==> src/rtl/tick_to_level_pkg.sv <==
// Shared types for the tick-to-level pulse stretcher: FSM states, latched
// pulse modes and the decoder that folds the reserved mode code into ONESHOT.
package tick_to_level_pkg;

    typedef enum logic [1:0] {IDLE, ACTIVE, GAP} pulse_state_t;
    typedef enum logic [1:0] {ONESHOT, RETRIG, TOGGLE} pulse_mode_t;

    function automatic pulse_mode_t decode_mode(input logic [1:0] mode_bits);
        case (mode_bits)
            2'b01:   return RETRIG;
            2'b10:   return TOGGLE;
            default: return ONESHOT;
        endcase
    endfunction

endpackage

==> src/rtl/tick_to_level_gap_timer.sv <==
// Load/enable down-counter that times the forced low gap after each pulse.
// tc_o is high whenever the count has reached zero.
module gap_timer #(
    parameter int          GW   = 2,
    parameter int unsigned LOAD = 1
) (
    input  logic clk,
    input  logic reset,
    input  logic load_i,
    input  logic en_i,
    output logic tc_o
);

    logic [GW-1:0] cnt_q;

    always_ff @(posedge clk or negedge reset) begin
        if (!reset) begin
            cnt_q <= '0;
        end else if (load_i) begin
            cnt_q <= GW'(LOAD);
        end else if (en_i && (cnt_q != '0)) begin
            cnt_q <= cnt_q - GW'(1);
        end
    end

    assign tc_o = (cnt_q == '0);

endmodule

==> src/rtl/tick_to_level.sv <==
// Monostable pulse generator: a qualifying 1-cycle tick drives `level` high
// for a programmable number of cycles (ONESHOT/RETRIG) or flips it (TOGGLE).
module tick_to_level
    import tick_to_level_pkg::*;
#(
    parameter int CNT_W   = 8,
    parameter int MIN_GAP = 2
) (
    input  logic             clk,
    input  logic             reset,
    input  logic             tick,
    input  logic [CNT_W-1:0] width,
    input  logic [1:0]       mode,
    input  logic             clr_ovr,
    output logic             level,
    output logic             busy,
    output logic             done,
    output logic             overrun,
    output logic [1:0]       dbg_state
);

    localparam int GAP_W = (MIN_GAP > 0) ? $clog2(MIN_GAP + 1) : 1;

    pulse_state_t     state_q;
    pulse_mode_t      mode_q;
    logic [CNT_W-1:0] cnt_q;
    logic [CNT_W-1:0] cnt_d;
    logic             level_q, busy_q, done_q, overrun_q;
    logic             ovr_set, reload, gap_load, gap_en, gap_tc;

    // A zero width is treated as one cycle, so the reload never underflows.
    assign cnt_d    = (width == '0) ? '0 : width - CNT_W'(1);
    assign reload   = tick && (mode_q == RETRIG);
    assign ovr_set  = tick && (((state_q == ACTIVE) && (mode_q != RETRIG)) || (state_q == GAP));
    assign gap_load = (state_q == ACTIVE) && (cnt_q == '0) && !reload;
    assign gap_en   = (state_q == GAP);

    generate
        if (MIN_GAP > 0) begin : g_gap
            gap_timer #(
                .GW   (GAP_W),
                .LOAD (MIN_GAP - 1)
            ) u_gap_timer (
                .clk    (clk),
                .reset  (reset),
                .load_i (gap_load),
                .en_i   (gap_en),
                .tc_o   (gap_tc)
            );
        end else begin : g_no_gap
            assign gap_tc = 1'b1;
        end
    endgenerate

    always_ff @(posedge clk or negedge reset) begin
        if (!reset) begin
            state_q   <= IDLE;
            mode_q    <= ONESHOT;
            cnt_q     <= '0;
            level_q   <= 1'b0;
            busy_q    <= 1'b0;
            done_q    <= 1'b0;
            overrun_q <= 1'b0;
        end else begin
            done_q <= 1'b0;
            if (ovr_set) begin
                overrun_q <= 1'b1;
            end else if (clr_ovr) begin
                overrun_q <= 1'b0;
            end

            case (state_q)
                IDLE: begin
                    if (tick) begin
                        // A level left high by TOGGLE is cleared by the next timed-mode tick.
                        if (decode_mode(mode) == TOGGLE) begin
                            level_q <= ~level_q;
                        end else if (level_q) begin
                            level_q <= 1'b0;
                        end else begin
                            state_q <= ACTIVE;
                            mode_q  <= decode_mode(mode);
                            cnt_q   <= cnt_d;
                            level_q <= 1'b1;
                            busy_q  <= 1'b1;
                        end
                    end
                end
                ACTIVE: begin
                    if (reload) begin
                        cnt_q <= cnt_d;
                    end else if (cnt_q != '0) begin
                        cnt_q <= cnt_q - CNT_W'(1);
                    end else begin
                        level_q <= 1'b0;
                        done_q  <= 1'b1;
                        if (MIN_GAP > 0) begin
                            state_q <= GAP;
                        end else begin
                            state_q <= IDLE;
                            busy_q  <= 1'b0;
                        end
                    end
                end
                GAP: begin
                    if (gap_tc) begin
                        state_q <= IDLE;
                        busy_q  <= 1'b0;
                    end
                end
                default: state_q <= IDLE;
            endcase
        end
    end

    assign level     = level_q;
    assign busy      = busy_q;
    assign done      = done_q;
    assign overrun   = overrun_q;
    assign dbg_state = state_q;

endmodule

==> config.mk <==
export PLATFORM = sky130hd
export DESIGN_NAME = tick_to_level
export DESIGN_NICKNAME = d
export VERILOG_FILES = /design/src/rtl/tick_to_level_pkg.sv /design/src/rtl/tick_to_level_gap_timer.sv /design/src/rtl/tick_to_level.sv
export SDC_FILE = /design/constraint.sdc
export NUM_CORES = 1
export LEC_CHECK = 0
export ABC_AREA = 1
export BUFFER_PORTS_ARGS = -buffer_cell sky130_fd_sc_hd__buf_4
export CORE_MARGIN = 2
export CORE_UTILIZATION = 30
export CTS_CLUSTER_DIAMETER = 200
export DETAILED_ROUTE_END_ITERATION = 12
export GPL_TIMING_DRIVEN = 0
export PLACE_DENSITY = 0.52
export RECOVER_POWER = 50
export SLEW_MARGIN = 20
export SYNTH_ARGS = -nofsm -noshare
export SYNTH_HDL_FRONTEND = slang
export SYNTH_SLANG_ARGS = --single-unit
==> constraint.sdc <==
create_clock -name clk -period 3 [get_ports clk]
set_input_delay 0.15 -clock clk [delete_from_list [all_inputs] [get_ports clk]]
set_output_delay 0.15 -clock clk [all_outputs]
set_load 0.05 [all_outputs]
==> metrics.cfg <==
[logic_synthesis]
syn-cell-area_um2 = 1266
synth-edff-count = 0
yosysWarningCount = 0
syn_inst = 184
synth_top_area_frac = 0.3557
synth_cell_types = 21
avgSynthCellArea_um2 = 6.882
ys_ff_latch = 18
yosys-top-cells-count = 54 x nand2_1, 28 x inv_1, 21 x nor2_1, 18 x dfrtp_1, 17 x nand3_1
synth.area.top_cells = dfrtp_1 36%, nand2_1 16%, inv_1 8.3%, nand3_1 6.7%, nor2_1 6.2%
synth_most_common_cell = nand2_1
synth.largest_area_cell = dfrtp_1
async_reset_ff_frac = 1.000
synth_nets = 202
seq_area_frac_synth = 0.3557
synth_flop_cell = dfrtp_1

[layout]
multi_input_area_um2 = 703.2
antenna_cells = 0
nets = 227
seqCellArea_um2 = 450.4
n_fill_cell = 464
area_growth_pct = 19.07
fin_area_um2 = 1508
drive_gt1_frac = 0.1449

[timing]
tightest_slew_ns = 1.010
drv_slew = 0
tns_ns = 0
rsz0062_at_grt = no
setup_viol = 0
fmax_mhz = 608.9
finalCriticalPeriod_ns = 1.642
period_share = 0.5474
final-hold-violation-count = 0
relSlewSlack = 0.3265
skew_ns = 0.002329

[status]
status = finished, final reports clean

[routing]
vias_per_cell = 4.685
finalWirelength_um = 2728
first_pass_iters = 4
wire_per_inst_um = 10.61
drt_iter0_markers = 76
vias = 1204
drc_errors = 0
drtAntennaViolNets = 0

[min_path]
hold_depth = 2
hold_start = clr_ovr
hold_end = overrun
hold_class = in2reg

[clocking]
cts_root_buffer = clkbuf_8
clkLatencyLatePin_ns = 0.25
cts_buffers = 3
h-tree-depth = 1
clk_path_buf_depth = 2
clk_pin_slew_ns = 0.07
cts_tree = yes
clock_sinks = 18

[die]
initial_utilization = 0.3143
io-pin-count = 20
fp.dieArea_um2 = 4756
num_rows = 23
die_y_um = 68.97
core_um2 = 4029
die_x_um = 68.97

[critical_path]
startpoint_type = flip-flop
worstPathRequired_ns = 3.14
path_max_fanout = 10
path_class = reg2reg
critPathArrivalTime_ns = 1.78
reg2reg_slack_ns = 1.36
end_kind = flip-flop
r2r-end = cnt_q[3]
reg2reg_depth = 7
r2r_start = cnt_q[0]

[global_route]
grt_pass1_wl_um = 4664
grt_max_degree = 19
antenna_found_initial = 0
groute.usage.overall = 0.1313
grt.overflow.total = 0
grt_pass1_vias = 1065

[placed_design]
io_buffers = 19
gp_congestion = 0.7540
hpwl_um = 2124
placedInstanceArea_um2 = 1471

[power]
ir_drop_v = 0.0003788
power.leakage_nw = 0.7816
power_density_nw_per_um2 = 938.5

[flow_run]
maxCapViolCount = 0

worst max path at each step:
stage,from,end,slack (ns)
finish,cnt_q[0],cnt_q[3],1.36
global route,cnt_q[0],cnt_q[4],1.20
CTS,cnt_q[0],cnt_q[3],1.34
detailed placement,cnt_q[0],cnt_q[3],1.35
global placement,cnt_q[0],cnt_q[4],1.35
floorplan,dbg_state[0],cnt_q[2],1.43
cell type report:
| cell class | instances | share of cell area |
|---|---|---|
| multi-input combinational | 136 | 0.4664 |
| sequential | 18 | 0.2988 |
| timing repair buffer | 20 | 0.09129 |
| inverter | 30 | 0.07469 |
| tap | 50 | 0.04149 |
| clock buffer | 3 | 0.02739 |
report_power, final:
group	internal, mW	leakage, nW	switching, mW	total [mW]
logic	0.269	0.540	0.539	0.808
registers	0.349	0.220	0.0925	0.442
clock network	0.0891	0.0216	0.0763	0.165
what timing repair did:
action	4_1_cts	5_1_grt
buffers inserted	0	0
hold buffers	1	0
gates resized for setup	0	0
hold endpoints to repair	18	0
layout by cell type (no fill, tap or decap), types with 2 or more instances in the layout:
| cell type | count |
|---|---|
| nand2_1 | 54 |
| inv_1 | 28 |
| nor2_1 | 21 |
| dfrtp_1 | 18 |
| nand3_1 | 17 |
| buf_4 | 15 |
| o21ai_0 | 12 |
| nand4_1 | 10 |
| ha_1 | 4 |
| clkbuf_1 | 4 |
| nor2_4 | 3 |
| nand2_2 | 3 |
| clkbuf_8 | 3 |
| inv_2 | 2 |
| nand3_2 | 2 |
| xor2_1 | 2 |
metrics by stage:
| stage | setup slack [ns] | hold slack, ns | instances | util | power, mW |
|---|---|---|---|---|---|
| finish | 1.358 | 0.08978 | 257 | 0.3742 | 1.415 |
| global placement | 1.354 | 0.03649 | 253 | 0.3652 | 1.268 |
| floorplan | 1.431 | -0.1456 | 184 | - | 1.066 |
| detailed placement | 1.349 | 0.03819 | 253 | 0.3652 | 1.270 |
| CTS | 1.340 | 0.08999 | 257 | 0.3780 | 1.442 |
| global route | 1.205 | 0.1222 | 257 | 0.3742 | 1.579 |
layer usage:
metal	GRT usage	part of all wire	vias to the layer above	wire, um
met3	0.03896	0.032	2	87
met1	0.1773	0.50	549	1355
met2	0.2103	0.47	17	1271
met5	0	0	-	0
li1	-	-	636	-
met4	0.02206	0.0048	0	13
registers in the layout, indices dropped and copies added (netlist names):
register,flops
g_gap.u_gap_timer.cnt_q,2
busy,1
dbg_state,2
cnt_q,8
level,1
mode_q,2
overrun,1
done,1
critical path, cell delays in order, from the launching register on:
cell and delay [ns]:
dfrtp_1 0.40, inv_1 0.07, ha_1 0.24, nand2_2 0.12
o21ai_4 0.30, nand3_4 0.20, nand3_1 0.14, nand2_1 0.06
cells by family after synthesis:
family	after synthesis	share of synthesized area
simple gates	112	0.4140
buf+inv	30	0.08893
flops	18	0.3557
compound gates	17	0.08104
fa+ha+maj	4	0.03953
xor+xnor	3	0.02075
No activity file was read; power rests on OpenSTA's default activity.
